`src/rtl/apb_master_arbiter_pkg.sv`:
```
// Shared types and defaults for the two-requester APB master arbiter.
package apb_master_arbiter_pkg;

  localparam int ADDR_W_DEF  = 12;
  localparam int DATA_W_DEF  = 32;
  localparam int TIMEOUT_DEF = 16;

  typedef enum logic [1:0] {
    IDLE   = 2'd0,
    SETUP  = 2'd1,
    ACCESS = 2'd2,
    DONE   = 2'd3
  } state_e;

  // Wait-counter width; a disabled timeout still needs one bit to keep the counter legal.
  function automatic int cnt_width(input int timeout);
    return (timeout > 0) ? $clog2(timeout + 1) : 1;
  endfunction

endpackage

```
`src/rtl/apb_master_arbiter_rr.sv`:
```
// Two-way round-robin arbiter: combinational grant, last_grant register updated on enable.
module rr_arbiter_2 (
  input  logic clk,
  input  logic rst_n,
  input  logic req0,
  input  logic req1,
  input  logic update,
  output logic grant,
  output logic valid
);

  logic last_grant_q;

  // NOTE: every always_comb output gets a default first, so no path can infer a latch.
  always_comb begin
    valid = req0 | req1;
    grant = (req0 && req1) ? ~last_grant_q : req1;
  end

  // Reset to 1 so requester 0 wins the first tie.
  // NOTE: sequential state uses non-blocking assignments only, so all flops update together.
  always_ff @(posedge clk or negedge rst_n) begin
    if (!rst_n)               last_grant_q <= 1'b1;
    else if (update && valid) last_grant_q <= grant;
  end

endmodule

```
`src/rtl/apb_master_arbiter.sv`:
```
// Two-requester APB master: round-robin grant, SETUP/ACCESS sequencing, timeout abort.
module apb_master_arbiter
  import apb_master_arbiter_pkg::*;
#(
  parameter int ADDR_W  = ADDR_W_DEF,
  parameter int DATA_W  = DATA_W_DEF,
  parameter int TIMEOUT = TIMEOUT_DEF
) (
  input  logic              clk,
  input  logic              rst_n,
  input  logic              req0,
  input  logic              write0,
  input  logic [ADDR_W-1:0] addr0,
  input  logic [DATA_W-1:0] wdata0,
  output logic              done0,
  input  logic              req1,
  input  logic              write1,
  input  logic [ADDR_W-1:0] addr1,
  input  logic [DATA_W-1:0] wdata1,
  output logic              done1,
  output logic [DATA_W-1:0] rdata,
  output logic              err,
  output logic              psel,
  output logic              penable,
  output logic              pwrite,
  output logic [ADDR_W-1:0] paddr,
  output logic [DATA_W-1:0] pwdata,
  input  logic [DATA_W-1:0] prdata,
  input  logic              pready,
  input  logic              pslverr
);

  localparam int             CNT_W   = cnt_width(TIMEOUT);
  localparam logic [CNT_W-1:0] CNT_MAX = '1;
  localparam logic [CNT_W-1:0] CNT_LIM = CNT_W'(TIMEOUT);

  state_e           state_q, state_d;
  logic [CNT_W-1:0] wait_q, wait_d, wait_inc;
  logic             gnt_q;
  logic             arb_grant, arb_valid;
  logic             timeout_hit;
  logic             grant_now;

  assign grant_now = (state_q == IDLE) && arb_valid;

  rr_arbiter_2 u_arb (
    .clk    (clk),
    .rst_n  (rst_n),
    .req0   (req0),
    .req1   (req1),
    .update (state_q == IDLE),
    .grant  (arb_grant),
    .valid  (arb_valid)
  );

  always_comb begin
    state_d     = state_q;
    wait_d      = wait_q;
    timeout_hit = 1'b0;
    wait_inc    = (wait_q == CNT_MAX) ? wait_q : wait_q + 1'b1;
    unique case (state_q)
      IDLE: if (arb_valid) begin
        state_d = SETUP;
        wait_d  = '0;
      end
      SETUP: state_d = ACCESS;
      // With TIMEOUT=0 the limit is 0, which a saturating increment from 0 never hits.
      ACCESS: if (pready) begin
        state_d = DONE;
      end else begin
        wait_d = wait_inc;
        if (wait_inc == CNT_LIM) begin
          state_d     = DONE;
          timeout_hit = 1'b1;
        end
      end
      DONE: state_d = IDLE;
      default: state_d = IDLE;
    endcase
  end

  // Outputs are computed from the next state so every port comes straight from a flop.
  always_ff @(posedge clk or negedge rst_n) begin
    if (!rst_n) begin
      state_q <= IDLE;
      wait_q  <= '0;
      gnt_q   <= 1'b0;
      psel    <= 1'b0;
      penable <= 1'b0;
      pwrite  <= 1'b0;
      paddr   <= '0;
      pwdata  <= '0;
      done0   <= 1'b0;
      done1   <= 1'b0;
      rdata   <= '0;
      err     <= 1'b0;
    end else begin
      state_q <= state_d;
      wait_q  <= wait_d;
      psel    <= (state_d == SETUP) || (state_d == ACCESS);
      penable <= (state_d == ACCESS);
      done0   <= (state_d == DONE) && !gnt_q;
      done1   <= (state_d == DONE) &&  gnt_q;
      rdata   <= (state_d == DONE && !timeout_hit && !pwrite) ? prdata : '0;
      err     <= (state_d == DONE) && (timeout_hit || pslverr);
      if (grant_now) begin
        gnt_q  <= arb_grant;
        pwrite <= arb_grant ? write1 : write0;
        paddr  <= arb_grant ? addr1  : addr0;
        pwdata <= arb_grant ? wdata1 : wdata0;
      end
    end
  end

endmodule

```
`config.mk`:
```
export PLATFORM = sky130hd
export DESIGN_NAME = apb_master_arbiter
export DESIGN_NICKNAME = d
export VERILOG_FILES = /design/src/rtl/apb_master_arbiter_pkg.sv /design/src/rtl/apb_master_arbiter_rr.sv /design/src/rtl/apb_master_arbiter.sv
export SDC_FILE = /design/constraint.sdc
export NUM_CORES = 1
export LEC_CHECK = 0
export ABC_AREA = 1
export ABC_CLOCK_PERIOD_IN_PS = 3900
export BUFFER_PORTS_ARGS = -buffer_cell sky130_fd_sc_hd__clkbuf_2
export CAP_MARGIN = 15
export CORE_MARGIN = 2
export CORE_UTILIZATION = 48
export DETAILED_ROUTE_END_ITERATION = 10
export PLACE_DENSITY = 0.85
export SLEW_MARGIN = 10
export SYNTH_ARGS = -nofsm -noshare
export SYNTH_HDL_FRONTEND = slang
export SYNTH_HIERARCHICAL = 1
export SYNTH_SLANG_ARGS = --single-unit
export TNS_END_PERCENT = 50
```
`constraint.sdc`:
```
create_clock -name clk -period 3.9 [get_ports clk]
set_clock_uncertainty 0.05 [all_clocks]
set_input_delay 0.195 -clock clk [delete_from_list [all_inputs] [get_ports clk]]
set_output_delay 0.195 -clock clk [all_outputs]
set_load 0.1 [all_outputs]
```
Yosys cells after proc, flatten, opt, wreduce, memory -nomap -nowiden:

Cells that the tools add are included.

* equal/unequal tests: 10
* $add $sub $neg: 1
* reductions and logical operators: 15
* bitwise gates (word level): 2
* multiplexer cells: 16

Operators by type and width (count)
* $mux W32: 2
* $mux W5: 3
* $mux W12: 1
* $eq A5 B5 Y1 const B: 2
* $pmux W5 S2: 1
* $eq A2 B2 Y1 const B: 4
* $pmux W2 S4: 1
* $logic_and A1 B1 Y1: 7
* $mux W2: 3
* $add A5 B1 Y5 const B: 1
* $mux W1: 5
* $eq A2 B1 Y1 const B: 2
* $ne A2 B2 Y1 const B: 2
* $logic_not A1 Y1: 3
* $reduce_and A3 Y1: 1
* $logic_not A2 Y1: 1
* $logic_or A1 B1 Y1: 2
* $reduce_bool A2 Y1: 1
* $not A1 Y1: 1
* $or A1 B1 Y1: 1

* output and inout bits: 82
* bits in registers: 91

Depth between registers and ports, before layout:

* word-level depth: 10
* depth in mapped cells: 16

By module:

The synthesis kept the hierarchy.

Modules (own cells, without submodules)
* apb_master_arbiter: area an instance 3766.1 um^2, instances 1, sequential area each 2252.2 um^2, cells an instance 423
* rr_arbiter_2: area an instance 60.1 um^2, instances 1, sequential area each 26.3 um^2, cells an instance 8

Least setup slack after synthesis:

No wires, ideal clock.

* path type: reg-to-reg
* start point: register wait_q[0]
* end point: register rdata[1]
* library setup time: 0.071 ns
* required time: 3.779 ns
* arrival: 1.940 ns
* stages on the path, launching flop included: 17
* buffers on the path: 1
* clock period less this slack: 2.061 ns
* slack: 1.839 ns
* cells stage by stage: dfrtp_1 -> ha_1 -> inv_1 -> nand2_1 -> nand2_1 -> nand3_1 -> nor2_2 -> nand2_1 -> nand2_1 -> nand2_1 -> nand2_1 -> ha_1 -> inv_1 -> nor2_1 -> nand2_4 -> buf_6 -> nor2_1

* longest elaborated chain between the ends: 10
* elaborated cells on any way between the ends: 15
* those cells by class: add/sub: 1; eq/ne: 3; mux: 8; reduce/logical: 3

Ends and longest elaborated chain
* start: declaration: line apb_master_arbiter.sv:38 `logic [CNT_W-1:0] wait_q, wait_d, wait_inc;`
* start signal: assignment: line apb_master_arbiter.sv:99 `wait_q <= wait_d;`
* $add A5 B1 Y5 or $eq A5 B5 Y1 (tied branches): line apb_master_arbiter.sv:60 `wait_inc = (wait_q == CNT_MAX) ? wait_q : wait_q + 1'b1;`
* $mux W5 (*): line apb_master_arbiter.sv:60
* $eq A5 B5 Y1 (*): line apb_master_arbiter.sv:72 `if (wait_inc == CNT_LIM) begin`
* $mux W2 (*): line apb_master_arbiter.sv:72
* $mux W2 (*): line apb_master_arbiter.sv:68 `ACCESS: if (pready) begin`
* $pmux W2 S4 (*): line apb_master_arbiter.sv:61 `unique case (state_q)`
* named net state_d[0]: line apb_master_arbiter.sv:37 `state_e state_q, state_d;`
* $eq A2 B2 Y1 (*): line apb_master_arbiter.sv:104 `rdata <= (state_d == DONE && !timeout_hit && !pwrite) ? prdata : '0;`
* $logic_and A1 B1 Y1 (*) (2 in a row): line apb_master_arbiter.sv:104
* $mux W32 (*): line apb_master_arbiter.sv:104
* end signal: assignment: line apb_master_arbiter.sv:104
* end: declaration: line apb_master_arbiter.sv:21 `output logic [DATA_W-1:0] rdata,`

The timed path passes the listed nets; every way through them passes the cells marked *.
A chain may end at the register's enable or synchronous reset.

Final worst setup path:

* start point: register wait_q[1]
* end point: register rdata[4]

The elaborated chain is that of the path after synthesis.

==> impl_metrics.toml <==
[outcome]
run_status = "finished clean"

[floorplanning]
core_footprint_um2 = 7727
die-height_um = 93.28
initial_utilization_pct = 49.51
core.rowCount = 32
top_level_ports = 210
die_width_um = 93.28
die-area_um2 = 8701

[min_path]
min_path_type = "in -> reg"
hold-path-cell-count = 3
hold_start = "wdata1[29]"
min_to = "pwdata[29]"

[routing]
viasPerCell = 4.824
route.antenna.remaining_nets = 0
drcViolationCount = 0
vias = 3724
drt_pre_antenna_iters = 4
drt-total-wl_um = 10780
routedWlPerCell_um = 13.97
drt_iter0_drc = 127

[critical_path]
rr_worst_depth = 14
worst_setup_path_category = "reg -> reg"
regToRegSetupSlack_ns = 1.52
critPathCaptureType = "flop"
critPathMaxFanout = 32
critical_path.cell_chain = "ha_1 > nand4_2 > nand2_1 > nand2_1 > nor2_2 > nand2_1 > nand2_1 > nand2_1 > nand2_1 > ha_1 > inv_1 > nor2_1 > nand2_4 > nor2_1"
worstPathArrival_ns = 2.60
worst-endpoint-required_ns = 4.12
r2r-start = "wait_q[1]"
critical-path-top-cell-by-count = "sky130_fd_sc_hd__nand2_1"
cp_slowest_cell = "sky130_fd_sc_hd__dfrtp_1"
critPathMaxStageDelay_ns = 0.44
timing.rr.end = "rdata[4]"
setup.worst_path.start_class = "flop"

[sta]
timing.max_slew.rel_slack_pct = 45.48
finalSetupViolations = 0
post-route-period-util_pct = 61.06
finalMaxSlewViolations = 0
final.setup.tns_ns = 0
rsz_0062_raised_after_global_routing = "false"
fmax_mhz = 419.9
finalHoldViolCount = 0
worst_slew_pin_slew_ns = 0.8165
final_worst_path_period_need_ns = 2.381

[global_routing]
gr_usage_total_pct = 24.94
grt_pass1_vias = 3599
largest_net_degree_at_the_start_of_global_routing = 57
antenna_found_initial = 0
gr-total-overflow = 0
grt_pass1_wl_um = 16870

[logic_synthesis]
yosys_warnings = 6
synth_compound_gate_area_share_pct = 8.666
synth_sequential_area_ratio_pct = 59.55
synth.mux.area_fraction_pct = 0
synth_largest_area_cell = "sky130_fd_sc_hd__dfrtp_1"
synth_top_family_by_area = "simple AND/OR/NAND/NOR gates"
synth_top_cell_area_share_pct = 58.86
netlist_top_cells_area = "sky130_fd_sc_hd__dfrtp_1, sky130_fd_sc_hd__nand2_1, sky130_fd_sc_hd__a31oi_1, sky130_fd_sc_hd__nor2_1, sky130_fd_sc_hd__inv_1"
yosys_register_bits = 91
number_of_enable_type_register_cells_in_the_synthesized_netlist = 0
post_synth_fa_ha_maj_area_fraction_pct = 0.9810
ys_types = 24
synthesis.area_per_instance_um2 = 8.877
synthesis.nets = 562
syn_area_um2 = 3826
synthXorXnorAreaFrac_pct = 0
ys_async_sr_fraction_pct = 100.0
yosys.area_share.simple_pct = 22.99
syn-instance-count = 431
postSynth.topFlopCell = "sky130_fd_sc_hd__dfrtp_1"

[cts]
clock_tree.htree_level_count = 3
tritoncts_clock_tree = "yes"
worstSkewPairLatency_ns = 0.34
cts_buffer_depth = 2
postCtsSetupRepairBufs = 0
cts.clk_slew.worst_paths_ns = 0.09
cts-buffers-inserted = 9
ctsRootBufferMaster = "sky130_fd_sc_hd__clkbuf_8"
cts_sinks = 91

[placed_design]
gp_routability_congestion = 0.7721
io_buffers = 209
hpwlAfterDp_um = 7402

[finish]
layout_commonest_cell = "sky130_fd_sc_hd__clkbuf_2"
fraction_of_layout_cells_with_a_size_suffix_above_1_pct = 36.57
antenna_cells = 0
final_nets = 796
area.growth.synth_to_final_pct = 41.96
layout_common_cells = "sky130_fd_sc_hd__clkbuf_2, sky130_fd_sc_hd__nand2_1, sky130_fd_sc_hd__dfrtp_1, sky130_fd_sc_hd__nor2_1, sky130_fd_sc_hd__a31oi_1"

[job]
max_cap_viol_count = 0
[sequential cells by signal, summed over array words and instances (netlist names)]
signal	count
done0	1
gnt_q	1
wait_q	5
rdata	32
paddr	12
penable	1
pwdata	32
pwrite	1
u_arb/last_grant_q	1
psel	1
err	1
done1	1
state_q	2
[worst max-delay path by stage]
stage | slack [ns] | endpoint | from | cells after the start
finish | 1.52 | rdata[4] | wait_q[1] | 14
global route | 1.24 | rdata[4] | wait_q[0] | 15
CTS | 1.51 | rdata[3] | wait_q[1] | 14
detailed placement | 1.52 | rdata[27] | wait_q[1] | 14
global placement | 1.62 | rdata[3] | wait_q[1] | 14
floorplan | 1.84 | rdata[1] | wait_q[0] | 16
[layer usage]
layer | track usage (%) | vias to the layer above | wire (um)
met1 | 29.43 | 1734 | 4166
met2 | 44.48 | 162 | 5728
li1 | - | 1824 | -
met3 | 6.769 | 4 | 819
met5 | 0 | - | 0
met4 | 7.230 | 0 | 67
[cell families after synthesis]
| group | Yosys count |
|---|---|
| AND/OR/NAND/NOR | 215 |
| adder cells (fa/ha/maj) | 3 |
| AO/OA/AOI/OAI | 55 |
| buffers and inverters | 67 |
| flip-flops | 91 |
[synth_stat cells (2+ instances only)]
| library cell | count |
|---|---|
| sky130_fd_sc_hd__o21ai_0 | 4 |
| sky130_fd_sc_hd__inv_2 | 2 |
| sky130_fd_sc_hd__a21oi_1 | 5 |
| sky130_fd_sc_hd__clkbuf_1 | 8 |
| sky130_fd_sc_hd__buf_4 | 5 |
| sky130_fd_sc_hd__nand2_1 | 116 |
| sky130_fd_sc_hd__nor2_2 | 10 |
| sky130_fd_sc_hd__nand3_1 | 8 |
| sky130_fd_sc_hd__ha_1 | 3 |
| sky130_fd_sc_hd__buf_2 | 5 |
| sky130_fd_sc_hd__buf_6 | 3 |
| sky130_fd_sc_hd__a31oi_1 | 45 |
| sky130_fd_sc_hd__nor2_1 | 74 |
| sky130_fd_sc_hd__dfrtp_1 | 90 |
| sky130_fd_sc_hd__inv_1 | 44 |
[per-stage QoR]
stage	instance area, um^2	cells	setup WS (ns)	hold WS, ns	util [%]
final	5431	772	1.519	0.03522	70.29
after global routing	5431	772	1.243	0.01157	70.29
after CTS	5431	772	1.507	0.0007900	70.29
after detailed placement	4898	724	1.518	0.2137	63.39
after global placement	4898	724	1.625	0.2058	63.39
after floorplan	3826	431	1.839	-0.1506	-
[critical path: cells and delay by family, from the launching register on]
kind                     cells  cell delay, ns
AND/OR/NAND/NOR             11            1.30
flip-flops                   1            0.44
adder cells (fa/ha/maj)      2            0.42
buffers and inverters        1            0.06
[timing repair]
item | 4_1_cts | 5_1_grt
hold buffers | 32 | 0
resized for setup | 0 | 0
hold endpoints to repair | 81 | 0
[layout make-up]
| type | instances | area, um^2 |
|---|---|---|
| Tap cell | 102 | 127.6 |
| Multi-Input combinational cell | 273 | 1249 |
| Clock inverter | 5 | 61.31 |
| Sequential cell | 91 | 2278 |
| Fill cell | 582 | 2296 |
| Clock buffer | 11 | 151.4 |
| Timing Repair Buffer | 244 | 1391 |
| Inverter | 46 | 172.7 |
Power is left out: the tool's default activity adds up to more than one toggle a clock period on the data nets, which glitch-free logic cannot reach.
